$ cat src/rtl/alu_mc.sv
`default_nettype none
// ============================================================================
//  Module   : alu_mc
//  Purpose  : Multi-cycle execute ALU with valid/ready on both sides.
//             Single-cycle ops, iterative shift-add MULT, restoring DIV/REM.
//  Revision : 1.0 - initial release
// ============================================================================
module alu_mc #(
    parameter int WIDTH    = 32,
    parameter int MUL_BITS = 1
) (
    input  logic             clk,
    input  logic             rst_n,
    input  logic             in_valid,
    output logic             in_ready,
    input  logic [6:0]       opcode,
    input  logic [WIDTH-1:0] a,
    input  logic [WIDTH-1:0] b,
    output logic             out_valid,
    input  logic             out_ready,
    output logic [WIDTH-1:0] alu_out,
    output logic [3:0]       alu_cc
);

    localparam logic [2:0] c_R_TYPE  = 3'b001;
    localparam logic [2:0] c_I_TYPE  = 3'b010;

    localparam logic [3:0] c_FN_ADD  = 4'h0;
    localparam logic [3:0] c_FN_SUB  = 4'h1;
    localparam logic [3:0] c_FN_AND  = 4'h2;
    localparam logic [3:0] c_FN_OR   = 4'h3;
    localparam logic [3:0] c_FN_XOR  = 4'h4;
    localparam logic [3:0] c_FN_NOT  = 4'h5;
    localparam logic [3:0] c_FN_BEQ  = 4'h6;
    localparam logic [3:0] c_FN_BNE  = 4'h7;
    localparam logic [3:0] c_FN_BLT  = 4'h8;
    localparam logic [3:0] c_FN_BLE  = 4'h9;
    localparam logic [3:0] c_FN_BGT  = 4'hA;
    localparam logic [3:0] c_FN_BGE  = 4'hB;
    localparam logic [3:0] c_FN_MULT = 4'hC;
    localparam logic [3:0] c_FN_DIV  = 4'hE;
    localparam logic [3:0] c_FN_REM  = 4'hF;

    localparam logic [2:0] c_S_IDLE = 3'd0;
    localparam logic [2:0] c_S_MUL  = 3'd1;
    localparam logic [2:0] c_S_DIV  = 3'd2;
    localparam logic [2:0] c_S_FIX  = 3'd3;
    localparam logic [2:0] c_S_DONE = 3'd4;

    localparam int c_MUL_ITER = WIDTH / MUL_BITS;
    localparam int c_CNT_W    = $clog2(WIDTH + 1);
    localparam int c_PW       = 2 * WIDTH;

    logic [2:0]         r_state;
    logic               r_out_valid;
    logic [WIDTH-1:0]   r_alu_out;
    logic [3:0]         r_alu_cc;
    logic [c_CNT_W-1:0] r_cnt;
    logic [c_PW-1:0]    r_acc;
    logic [c_PW-1:0]    r_mcand;
    logic [WIDTH-1:0]   r_mplier;
    logic [WIDTH-1:0]   r_rem;
    logic [WIDTH-1:0]   r_quo;
    logic [WIDTH-1:0]   r_dvsr;
    logic               r_neg_q;
    logic               r_neg_r;
    logic               r_is_rem;

    logic [2:0]         w_ty;
    logic [3:0]         w_fn;
    logic               w_is_alu;
    logic               w_accept;
    logic [WIDTH-1:0]   w_sum;
    logic               w_add_ovf;
    logic [WIDTH:0]     w_sub_full;
    logic [WIDTH-1:0]   w_diff;
    logic               w_carry;
    logic               w_sub_ovf;
    logic               w_zero;
    logic               w_lt;
    logic [WIDTH-1:0]   w_a_mag;
    logic [WIDTH-1:0]   w_b_mag;
    logic               w_b_zero;
    logic               w_div_ovf;
    logic [WIDTH-1:0]   w_res;
    logic [3:0]         w_cc;
    logic               w_go_mul;
    logic               w_go_div;
    logic [c_PW-1:0]    w_acc_init;
    logic [c_PW-1:0]    w_mul_part;
    logic [c_PW-1:0]    w_acc_next;
    logic               w_mul_ovf;
    logic [WIDTH:0]     w_rshift;
    logic               w_ge;
    logic [WIDTH-1:0]   w_rem_next;
    logic [WIDTH-1:0]   w_quo_s;
    logic [WIDTH-1:0]   w_rem_s;

    assign w_ty     = opcode[2:0];
    assign w_fn     = opcode[6:3];
    assign w_is_alu = (w_ty == c_R_TYPE) || (w_ty == c_I_TYPE);

    assign in_ready  = (r_state == c_S_IDLE) | ((r_state == c_S_DONE) & out_ready);
    assign w_accept  = in_valid & in_ready;
    assign out_valid = r_out_valid;
    assign alu_out   = r_alu_out;
    assign alu_cc    = r_alu_cc;

    assign w_sum      = a + b;
    assign w_add_ovf  = (a[WIDTH-1] == b[WIDTH-1]) && (w_sum[WIDTH-1] != a[WIDTH-1]);
    assign w_sub_full = {1'b0, a} + {1'b0, ~b} + {{WIDTH{1'b0}}, 1'b1};
    assign w_diff     = w_sub_full[WIDTH-1:0];
    assign w_carry    = w_sub_full[WIDTH];
    assign w_sub_ovf  = (a[WIDTH-1] != b[WIDTH-1]) && (w_diff[WIDTH-1] != a[WIDTH-1]);
    assign w_zero     = (w_diff == '0);
    assign w_lt       = w_diff[WIDTH-1] ^ w_sub_ovf;

    assign w_a_mag   = a[WIDTH-1] ? (~a + 1'b1) : a;
    assign w_b_mag   = b[WIDTH-1] ? (~b + 1'b1) : b;
    assign w_b_zero  = (b == '0);
    assign w_div_ovf = (a == {1'b1, {(WIDTH-1){1'b0}}}) && (b == '1);

    always_comb begin
        w_res    = w_sum;
        w_cc     = 4'b0000;
        w_go_mul = 1'b0;
        w_go_div = 1'b0;
        if (!w_is_alu) begin
            w_cc[1] = w_add_ovf;
        end else begin
            case (w_fn)
                c_FN_ADD: w_cc[1] = w_add_ovf;
                c_FN_SUB: begin
                    w_res   = w_diff;
                    w_cc[1] = w_sub_ovf;
                    w_cc[2] = ~w_carry;
                end
                c_FN_AND: w_res = a & b;
                c_FN_OR:  w_res = a | b;
                c_FN_XOR: w_res = a ^ b;
                c_FN_NOT: w_res = ~a;
                c_FN_BEQ: begin w_res = '0; w_cc[0] = w_zero;            end
                c_FN_BNE: begin w_res = '0; w_cc[0] = ~w_zero;           end
                c_FN_BLT: begin w_res = '0; w_cc[0] = w_lt;              end
                c_FN_BLE: begin w_res = '0; w_cc[0] = w_lt | w_zero;     end
                c_FN_BGT: begin w_res = '0; w_cc[0] = ~(w_lt | w_zero);  end
                c_FN_BGE: begin w_res = '0; w_cc[0] = ~w_lt;             end
                c_FN_MULT: w_go_mul = 1'b1;
                c_FN_DIV, c_FN_REM: begin
                    // zero divisor and MIN/-1 resolve immediately, never enter the divider
                    if (w_b_zero) begin
                        w_res   = (w_fn == c_FN_DIV) ? {WIDTH{1'b1}} : a;
                        w_cc[3] = 1'b1;
                    end else if (w_div_ovf) begin
                        w_res   = (w_fn == c_FN_DIV) ? a : '0;
                        w_cc[1] = 1'b1;
                    end else begin
                        w_go_div = 1'b1;
                    end
                end
                default: w_res = w_sum;  // address add: plain sum, no flags
            endcase
        end
    end

    // b is consumed as unsigned; pre-loading -(a << WIDTH) corrects for a negative b
    assign w_acc_init = b[WIDTH-1] ? ({c_PW{1'b0}} - {a, {WIDTH{1'b0}}}) : {c_PW{1'b0}};

    always_comb begin
        w_mul_part = '0;
        for (int j = 0; j < MUL_BITS; j++) begin
            if (r_mplier[j]) begin
                w_mul_part = w_mul_part + (r_mcand << j);
            end
        end
    end

    assign w_acc_next = r_acc + w_mul_part;
    assign w_mul_ovf  = (w_acc_next[c_PW-1:WIDTH] != {WIDTH{w_acc_next[WIDTH-1]}});

    assign w_rshift   = {r_rem, r_quo[WIDTH-1]};
    assign w_ge       = (w_rshift >= {1'b0, r_dvsr});
    assign w_rem_next = w_ge ? WIDTH'(w_rshift - {1'b0, r_dvsr}) : w_rshift[WIDTH-1:0];

    assign w_quo_s = r_neg_q ? (~r_quo + 1'b1) : r_quo;
    assign w_rem_s = r_neg_r ? (~r_rem + 1'b1) : r_rem;

    always_ff @(posedge clk) begin
        if (!rst_n) begin
            r_state     <= c_S_IDLE;
            r_out_valid <= 1'b0;
            r_alu_out   <= '0;
            r_alu_cc    <= 4'b0000;
            r_cnt       <= '0;
        end else begin
            case (r_state)
                c_S_MUL: begin
                    r_acc    <= w_acc_next;
                    r_mcand  <= r_mcand << MUL_BITS;
                    r_mplier <= r_mplier >> MUL_BITS;
                    if (r_cnt == '0) begin
                        r_state     <= c_S_DONE;
                        r_out_valid <= 1'b1;
                        r_alu_out   <= w_acc_next[WIDTH-1:0];
                        r_alu_cc    <= {2'b00, w_mul_ovf, 1'b0};
                    end else begin
                        r_cnt <= r_cnt - 1'b1;
                    end
                end
                c_S_DIV: begin
                    r_rem <= w_rem_next;
                    r_quo <= {r_quo[WIDTH-2:0], w_ge};
                    if (r_cnt == '0) begin
                        r_state <= c_S_FIX;
                    end else begin
                        r_cnt <= r_cnt - 1'b1;
                    end
                end
                c_S_FIX: begin
                    r_state     <= c_S_DONE;
                    r_out_valid <= 1'b1;
                    r_alu_out   <= r_is_rem ? w_rem_s : w_quo_s;
                    r_alu_cc    <= 4'b0000;
                end
                c_S_IDLE, c_S_DONE: begin
                    if ((r_state == c_S_DONE) && out_ready) begin
                        r_state     <= c_S_IDLE;
                        r_out_valid <= 1'b0;
                    end
                    if (w_accept) begin
                        r_mcand  <= {{WIDTH{a[WIDTH-1]}}, a};
                        r_mplier <= b;
                        r_acc    <= w_acc_init;
                        r_rem    <= '0;
                        r_quo    <= w_a_mag;
                        r_dvsr   <= w_b_mag;
                        r_neg_q  <= a[WIDTH-1] ^ b[WIDTH-1];
                        r_neg_r  <= a[WIDTH-1];
                        r_is_rem <= (w_fn == c_FN_REM);
                        if (w_go_mul) begin
                            r_state <= c_S_MUL;
                            r_cnt   <= c_CNT_W'(c_MUL_ITER - 1);
                        end else if (w_go_div) begin
                            r_state <= c_S_DIV;
                            r_cnt   <= c_CNT_W'(WIDTH - 1);
                        end else begin
                            r_state     <= c_S_DONE;
                            r_out_valid <= 1'b1;
                            r_alu_out   <= w_res;
                            r_alu_cc    <= w_cc;
                        end
                    end
                end
                default: begin
                    r_state     <= c_S_IDLE;
                    r_out_valid <= 1'b0;
                end
            endcase
        end
    end

endmodule
`default_nettype wire
$ cat config.mk
export PLATFORM = sky130hd
export DESIGN_NAME = alu_mc
export DESIGN_NICKNAME = d
export VERILOG_FILES = /design/src/rtl/alu_mc.sv
export SDC_FILE = /design/constraint.sdc
export NUM_CORES = 1
export LEC_CHECK = 0
export ABC_AREA = 1
export BUFFER_PORTS_ARGS = -buffer_cell sky130_fd_sc_hd__buf_2
export CORE_ASPECT_RATIO = 0.6
export CORE_UTILIZATION = 25
export CTS_CLUSTER_SIZE = 30
export DETAILED_ROUTE_END_ITERATION = 8
export GPL_TIMING_DRIVEN = 1
export PLACE_DENSITY = 0.39
export SLEW_MARGIN = 20
export SYNTH_ARGS = -nofsm -noshare
export SYNTH_HDL_FRONTEND = slang
export SYNTH_SLANG_ARGS = --single-unit
$ cat constraint.sdc
create_clock -name clk -period 30.4 [get_ports clk]
set_clock_uncertainty 0.1 [all_clocks]
set_input_delay 7.6 -clock clk [delete_from_list [all_inputs] [get_ports clk]]
set_output_delay 7.6 -clock clk [all_outputs]
set_load 0.01 [all_outputs]
---- Word level (Yosys, flattened, before mapping) ----
Cells that the tools add are included.
cells by class
  add/sub/neg operators ................... 11
  magnitude comparators ................... 1
  eq/ne operators ......................... 35
  mux-type cells .......................... 68
  bitwise gates (word level) .............. 18
  reductions and logical operators ........ 25
operator list
  kind                                                                  number
  32-bit 2-to-1 mux                                                     17
  64-bit 2-to-1 mux                                                     4
  64-bit one-hot mux with 2 select lines                                2
  32-bit one-hot mux with 7 select lines                                1
  32-bit one-hot mux with 2 select lines                                3
  32-bit by 1-bit adder with 32-bit output (second input constant)      4
  32-bit NOT                                                            4
  32-bit one-hot mux with 3 select lines                                1
  64-bit adder                                                          1
  32-bit equality test (second input constant)                          2
  32-bit logical NOT                                                    2
  1-bit by 64-bit subtractor with 64-bit output (first input constant)  1
  32-bit by 32-bit adder with 33-bit output                             1
  33-bit by 1-bit adder with 33-bit output (second input constant)      1
  33-bit by 32-bit greater-or-equal comparator with 1-bit output        1
  32-bit adder                                                          1
  32-bit bitwise AND                                                    1
  32-bit != test                                                        1
  32-bit OR                                                             1
  32-bit subtractor                                                     1
  32-bit bitwise XOR                                                    1
  31-bit 2-to-1 mux                                                     1
  4-bit equality test (second input constant)                           7
  6-bit 2-to-1 mux                                                      4
  other kinds (38)                                                      95
word-level totals
  bits in registers ....................... 305
  bits of input ports ..................... 75
  output and inout port bits .............. 38
  word-level logic and storage cells ...... 173

---- Longest topological paths before layout ----
Gate-level depths: netlist (run 1).
  depth after elaboration ................. 14
  gate-level depth with buffers ........... 31
  mapped depth without buffers ............ 30

---- Worst setup path after synthesis (run 1) ----
No wires, ideal clock.
  path kind ............................... input-to-reg
  start point ............................. input port out_ready
  end point ............................... register r_acc[0], enable pin
  library setup time ...................... 917 ps
  arrival ................................. 19808 ps
  data required time ...................... 29383 ps
  setup slack ............................. 9576 ps
  cell stages on the path ................. 6
  buffers on the path ..................... 0
  cells stage by stage .................... inv_1 -> a21oi_2 -> nand2_1 -> inv_2 -> nor2_1 -> a211oi_1
between the ends
  longest elaborated chain between the ends .. 5
RTL lines
  what                                  RTL line  RTL
  start: declaration                    20        input logic out_ready,
  1-bit bitwise AND                     103       assign in_ready = (r_state == c_S_IDLE) | ((r_state == c_S_DONE) & out_ready);
  1-bit OR                              103
  net in_ready                          15        output logic in_ready,
  1-bit bitwise AND                     104       assign w_accept = in_valid & in_ready;
  2-bit != test (no source line)        -
  3-bit AND reduction (no source line)  -
  end signal: assignment                198       r_acc <= w_acc_next;
  end signal: assignment                233       r_acc <= w_acc_init;
  end: declaration                      59        logic [c_PW-1:0] r_acc;
The timed path passes the listed nets, and every way through them passes these cells.
A chain may end at the register's enable or synchronous reset.

---- Final worst setup path (run 1) ----
  start point ............................. input port out_ready
  end point ............................... output port in_ready
between the ends
  longest elaborated chain between the ends .. 2
RTL lines
  what               RTL line
  1-bit bitwise AND  103
  1-bit OR           103
  end: declaration   15
Every way passes these cells.

==> results of run 1 <==
## tightest hold or removal path, delay by kind of cell (launching register included)
family / cells / cell delay [ps]
simple gates: 1 / 60
flops: 1 / 320
compound gates: 1 / 50
## cell usage after synthesis (6+ instances only)
master	number	area, µm²
clkbuf_1	99	372
nand4_1	54	338
xnor2_1	47	412
nor3_1	90	450
o21ai_0	323	1620
nand3_1	281	1410
or2_2	8	50.1
a221oi_1	12	105
a31oi_1	11	68.8
buf_1	18	67.6
o2111ai_1	8	70.1
o21bai_1	16	120
ha_1	199	2490
a211oi_1	10	75.1
o221ai_1	6	52.6
nor2_2	11	68.8
inv_1	764	2870
a21o_1	6	45.0
a21oi_1	292	1460
dfxtp_1	46	921
buf_2	31	155
nand3b_1	16	120
edfxtp_1	259	7780
o21ai_1	47	235
o31ai_1	6	45.0
nand2_1	1436	5390
a21oi_2	6	52.6
o311ai_0	8	70.1
a2111oi_0	11	96.3
nor2_1	456	1710
nor4_1	24	150
o211ai_1	36	270
xor2_1	104	911
inv_2	19	71.3
nand2_2	11	68.8
o22ai_1	63	394
## registers in the layout, indices dropped and copies added, names as in the netlist, 3 cells and up
register and flops:
alu_cc 4, alu_out 32, r_acc 64, r_cnt 6
r_dvsr 32, r_mcand 64, r_mplier 32, r_quo 32
r_rem 32, r_state 3
## worst max path at each step
stage,start,endpoint,slack (ps),depth (start not counted)
floorplan,out_ready,r_acc[0]$_SDFFCE_PN0P_,9580,6
global placement,out_ready,in_ready,14660,4
detailed placement,out_ready,in_ready,14640,4
CTS,out_ready,in_ready,14640,4
global route,out_ready,in_ready,14590,4
finish,out_ready,in_ready,14640,4
## routing by layer
layer	up-vias	global-route usage [%]	part of all wire (%)
met4	4	3.25	1.1
met3	95	9.29	13
met1	16600	46.5	54
met2	1656	30.9	32
li1	16100	-	-
met5	-	0	0.015
## power by group
group          switching [mW]  total [mW]  internal (mW)
registers              0.0216       0.507          0.486
logic                   0.384       0.511          0.127
clock network           0.226       0.485          0.259
## kinds of logic after synthesis
group                      Yosys count
and+or+nand+nor                   2415
buffers and inverters              943
AOI/OAI and AO/OA                  883
DFF                                305
adders and majority gates          204
xor gates and xnor gates           151
## area by class of cell
type / count / share of cell area [%]
repair buffers: 153 / 2.61
clock buffers: 50 / 3.03
flip-flops and latches: 305 / 24.9
inverters: 788 / 8.48
well taps: 1683 / 6.03
clock inverters: 19 / 0.501
multi-input cells: 3653 / 54.4
diodes: 5 / 0.0358
==> flow_metrics.py, run 1 <==
metrics = {
    "min_path": {
        "hold_start": "alu_cc[3]$_SDFFE_PN0P_",
        "hold_class": "flop to flop",
        "holdPathEnd": "alu_cc[3]$_SDFFE_PN0P_",
        "min_delay_path_depth": 2,
    },
    "drt": {
        "post_drt_wl_per_cell_um": 26.8,
        "via_count": 34400,
        "ant_nets": 0,
        "routed_via_density": 5.18,
        "drtIter0Drc": 4719,
        "route.detailed.drc": 0,
        "first_pass_iters": 6,
        "wirelength_um": 178000,
    },
    "placed_design": {
        "dp_hpwl_um": 145000,
        "pre_cts_slack_ps": 14640,
        "io_buffers": 112,
        "postPlaceCellArea_mm2": 0.0336,
        "gp_congestion": 1.00,
        "place_inst": 6579,
    },
    "synth": {
        "synth_compound_area_share_pct": 15.9,
        "synthCells": 4901,
        "synth_top_family_by_area": "simple AND/OR/NAND/NOR gates",
        "ys.flop_type": "edfxtp_1",
        "syn-cell-area_mm2": 0.0313,
        "async_flop_share_pct": 0,
        "ys_ff_latch": 305,
        "synth.yosys.seq_area_share_pct": 27.8,
        "synthSimpleGateAreaFrac_pct": 32.2,
        "synth_fp_nets": 5180,
        "yosys.area_share.xor_xnor_pct": 4.23,
        "yosys_warnings": 0,
        "synth_mux_area_share_pct": 0,
        "synth_edf_count": 259,
        "yosysUniqueCellTypes": 64,
        "synthAdderAreaFrac_pct": 8.28,
        "avgSynthCellArea_um2": 6.38,
    },
    "timing": {
        "slew_headroom_pct": 21.3,
        "max_freq_mhz": 63.5,
        "final_hold_viol_count": 0,
        "rsz0062_at_grt": "false",
        "drv_slew": 0,
        "period_needed_ps": 15760,
        "setup_viol": 0,
        "worst_slack_ps": 14640,
        "worst_pin_slew_ps": 1170,
        "holdWs_ps": 371,
        "tns_ps": 0,
        "post-route-period-util_pct": 51.8,
    },
    "clock_network": {
        "cts_tree": "done",
        "cts_buffer_depth": 3,
        "clock_latency_ps": 630,
        "htreeDepth": 2,
        "clk_pin_slew_ps": 60,
        "clock_sinks": 305,
        "cts_resized": 0,
        "cts_root_buf": "clkbuf_16",
        "post_cts_buffers": 0,
        "cts_buffers": 38,
        "ctsHoldBuffers": 0,
    },
    "critical_path": {
        "path_common_cell": "buf_2",
        "slowest_delay_ps": 160,
        "worst-setup-path-type": "input port to primary output",
        "r2r-start": "r_mplier[0]$_DFFE_PP_",
        "critPathTopFamily": "buffers and inverters",
        "path_buf_inv": 3,
        "cp_cell_sequence": "buf_2 > inv_1 > a21oi_2 > buf_2",
        "startpoint_type": "input port",
        "r2r_end": "alu_cc[1]$_SDFFE_PN0P_",
        "r2r_cells": 26,
        "rrSetupSlack_ps": 24830,
        "worst_ep_arrival_time_ps": 8060,
        "cp_max_fo": 3,
        "end_kind": "primary output",
        "cp.required_ps": 22700,
        "slowest_stage": "a21oi_2",
    },
    "layout": {
        "layout_common_cells": "1,436 x nand2_1, 763 x inv_1, 451 x nor2_1, 323 x o21ai_0, 292 x a21oi_1",
        "final_layout_size_suffix_gt1_share_pct": 6.00,
        "multi_input_area_mm2": 0.0190,
        "fin_util_pct": 28.2,
        "final_cells": 6656,
        "stdcell_area_mm2": 0.0349,
        "seq_area_mm2": 0.00870,
        "nets": 5218,
        "fillers": 14100,
        "area_growth_pct": 11.7,
        "final_common_cell": "nand2_1",
    },
    "global_routing": {
        "antenna_found_initial": 27,
        "grt_overflow": 0,
        "grt_max_degree": 192,
        "grt_pass1_wl_um": 242000,
        "grt_pass1_vias": 29800,
        "grt_util_all_layers_pct": 27.4,
    },
    "power_and_ir_drop": {
        "finalPower_mw": 1.50,
        "power_leakage_nw": 16.4,
        "vdd_drop_max_uv": 34.9,
        "cellPowerDensity_mw_per_mm2": 43.0,
    },
    "flow_run": {
        "max-cap-violations": 0,
    },
    "floorplan": {
        "initial_utilization_pct": 25.2,
        "core-area_mm2": 0.124,
        "row_count": 100,
        "fp.dieW_um": 459,
        "die-area_mm2": 0.127,
        "pin_count": 113,
        "die_y_um": 276,
    },
    "outcome": {
        "outcome": "completed",
    },
}
(Power assumes the default switching activity.)
==> inputs of run 2 (changes only) <==
==> constraint.sdc (replaced) <==
create_clock -name clk -period 15.45 [get_ports clk]
set_clock_uncertainty 0.1 [all_clocks]
set_input_delay 3.8625 -clock clk [delete_from_list [all_inputs] [get_ports clk]]
set_output_delay 3.8625 -clock clk [all_outputs]
set_load 0.01 [all_outputs]
==> flow_metrics.py, run 2 (synthesis gave the netlist of run 1 again) <==
metrics = {
    "global_routing": {
        "use_met2_pct": 33.9,
        "gr-usage-met3_pct": 14.7,
        "grt_pass1_vias": 31100,
        "met1_usage_pct": 48.1,
        "antenna_found_initial": 38,
        "grt_pass1_wl_um": 263000,
        "grt_util_all_layers_pct": 30.1,
        "grt_max_degree": 100,
        "grt-busiest-layer": "met1",
        "grt_overflow": 0,
    },
    "critical_path": {
        "worst_ep_arrival_time_ps": 4650,
        "end_kind": "primary output",
        "slowest_stage": "buf_2",
        "cp_max_fo": 3,
        "slowest_delay_ps": 220,
        "cp.required_ps": 11490,
        "path_common_cell": "buf_2",
        "worst-setup-path-type": "input port to primary output",
        "cp_cell_sequence": "buf_2 > inv_1 > a21oi_2 > buf_2",
        "startpoint_type": "input port",
    },
    "clock_network": {
        "clk_pin_slew_ps": 60,
        "cts_tree": "done",
        "post_cts_buffers": 0,
        "cts_buffer_depth": 3,
        "cts_resized": 0,
        "htreeDepth": 2,
        "cts_buffers": 39,
        "cts_root_buf": "clkbuf_16",
        "clock_latency_ps": 630,
        "clock_sinks": 305,
        "ctsHoldBuffers": 0,
    },
    "flow_run": {
        "max-cap-violations": 0,
    },
    "layout": {
        "final_common_cell": "nand2_1",
        "final_layout_size_suffix_gt1_share_pct": 6.55,
        "layout_common_cells": "1,436 x nand2_1, 761 x inv_1, 450 x nor2_1, 321 x o21ai_0, 292 x a21oi_1",
        "top_regs": "r_acc (64), r_mcand (64)",
        "fillers": 14100,
        "area_growth_pct": 12.3,
        "nets": 5239,
    },
    "min_path": {
        "hold_class": "flop to flop",
    },
    "drt": {
        "routed_via_density": 5.22,
        "post_drt_wl_per_cell_um": 29.2,
        "wirelength_um": 195000,
        "route.detailed.drc": 0,
        "drtIter0Drc": 4683,
        "ant_nets": 0,
        "first_pass_iters": 7,
        "via_count": 34900,
    },
    "floorplan": {
        "pin_count": 113,
        "initial_utilization_pct": 25.2,
        "die-area_mm2": 0.127,
        "row_count": 100,
        "die_y_um": 276,
        "core-area_mm2": 0.124,
        "fp.dieW_um": 459,
    },
    "timing": {
        "holdWs_ps": 393,
        "setup_viol": 0,
        "drv_slew": 0,
        "post-route-period-util_pct": 55.7,
        "worst_pin_slew_ps": 1240,
        "slew_headroom_pct": 17.1,
        "rsz0062_at_grt": "false",
        "max_freq_mhz": 116,
        "tns_ps": 0,
        "final_hold_viol_count": 0,
        "period_needed_ps": 8610,
    },
    "placed_design": {
        "dp_hpwl_um": 163000,
        "gp_congestion": 1.02,
        "io_buffers": 112,
    },
    "power_and_ir_drop": {
        "power_leakage_nw": 16.5,
        "cellPowerDensity_mw_per_mm2": 84.1,
        "vdd_drop_max_uv": 68.4,
    },
    "outcome": {
        "outcome": "completed",
    },
}
-- run 2: per-stage QoR --
| step | instances | util [%] | setup WS [ps] | instance area [µm²] | power [mW] |
|---|---|---|---|---|---|
| after floorplan | 4901 | - | 3960 | 31300 | 1.54 |
| after global placement | 6600 | 27.3 | 6890 | 33800 | 1.99 |
| after detailed placement | 6601 | 27.3 | 6870 | 33800 | 1.97 |
| after CTS | 6671 | 28.3 | 6870 | 35100 | 2.93 |
| after global routing | 6678 | 28.3 | 6870 | 35100 | 3.06 |
| final | 6688 | 28.3 | 6840 | 35100 | 2.96 |
-- run 2: worst max-delay path, delay by kind of cell --
family	cells	cell delay, ps
AO/OA/AOI/OAI	1	210
buffers and inverters	3	580
-- run 2: report_power, final --
| group | leakage (nW) | internal [mW] | switching (mW) |
|---|---|---|---|
| logic | 13.1 | 0.247 | 0.754 |
| clock network | 0.602 | 0.514 | 0.433 |
| registers | 2.82 | 0.956 | 0.0504 |
| total | 16.5 | 1.72 | 1.24 |
-- run 2: final timing paths --
kind / start / to / slack (ps) / cells after the start
setup / recovery: out_ready / in_ready / 6840 / 4
hold reg to reg: alu_cc[2]$_SDFFE_PN0P_ / alu_cc[2]$_SDFFE_PN0P_ / 390 / 2
hold / removal: alu_cc[2]$_SDFFE_PN0P_ / alu_cc[2]$_SDFFE_PN0P_ / 390 / 2
setup reg to reg: r_mplier[0]$_DFFE_PP_ / alu_cc[1]$_SDFFE_PN0P_ / 10310 / 26
-- run 2: area by class of cell --
cell class                      instances  area [µm²]  area share, %
Antenna cell                           16        40.0          0.114
Clock buffer                           52        1040           2.97
Clock inverter                         18         186          0.531
Inverter                              788        2960           8.44
Multi-Input combinational cell       3653       19100           54.3
Sequential cell                       305        8700           24.8
Tap cell                             1683        2110           5.99
Timing Repair Buffer                  173        1030           2.93
-- run 2: metal layers --
metal,vias up,routed length [µm]
met5,-,69
li1,16100,-
met2,1765,62000
met4,12,3400
met3,155,28900
met1,16900,101000
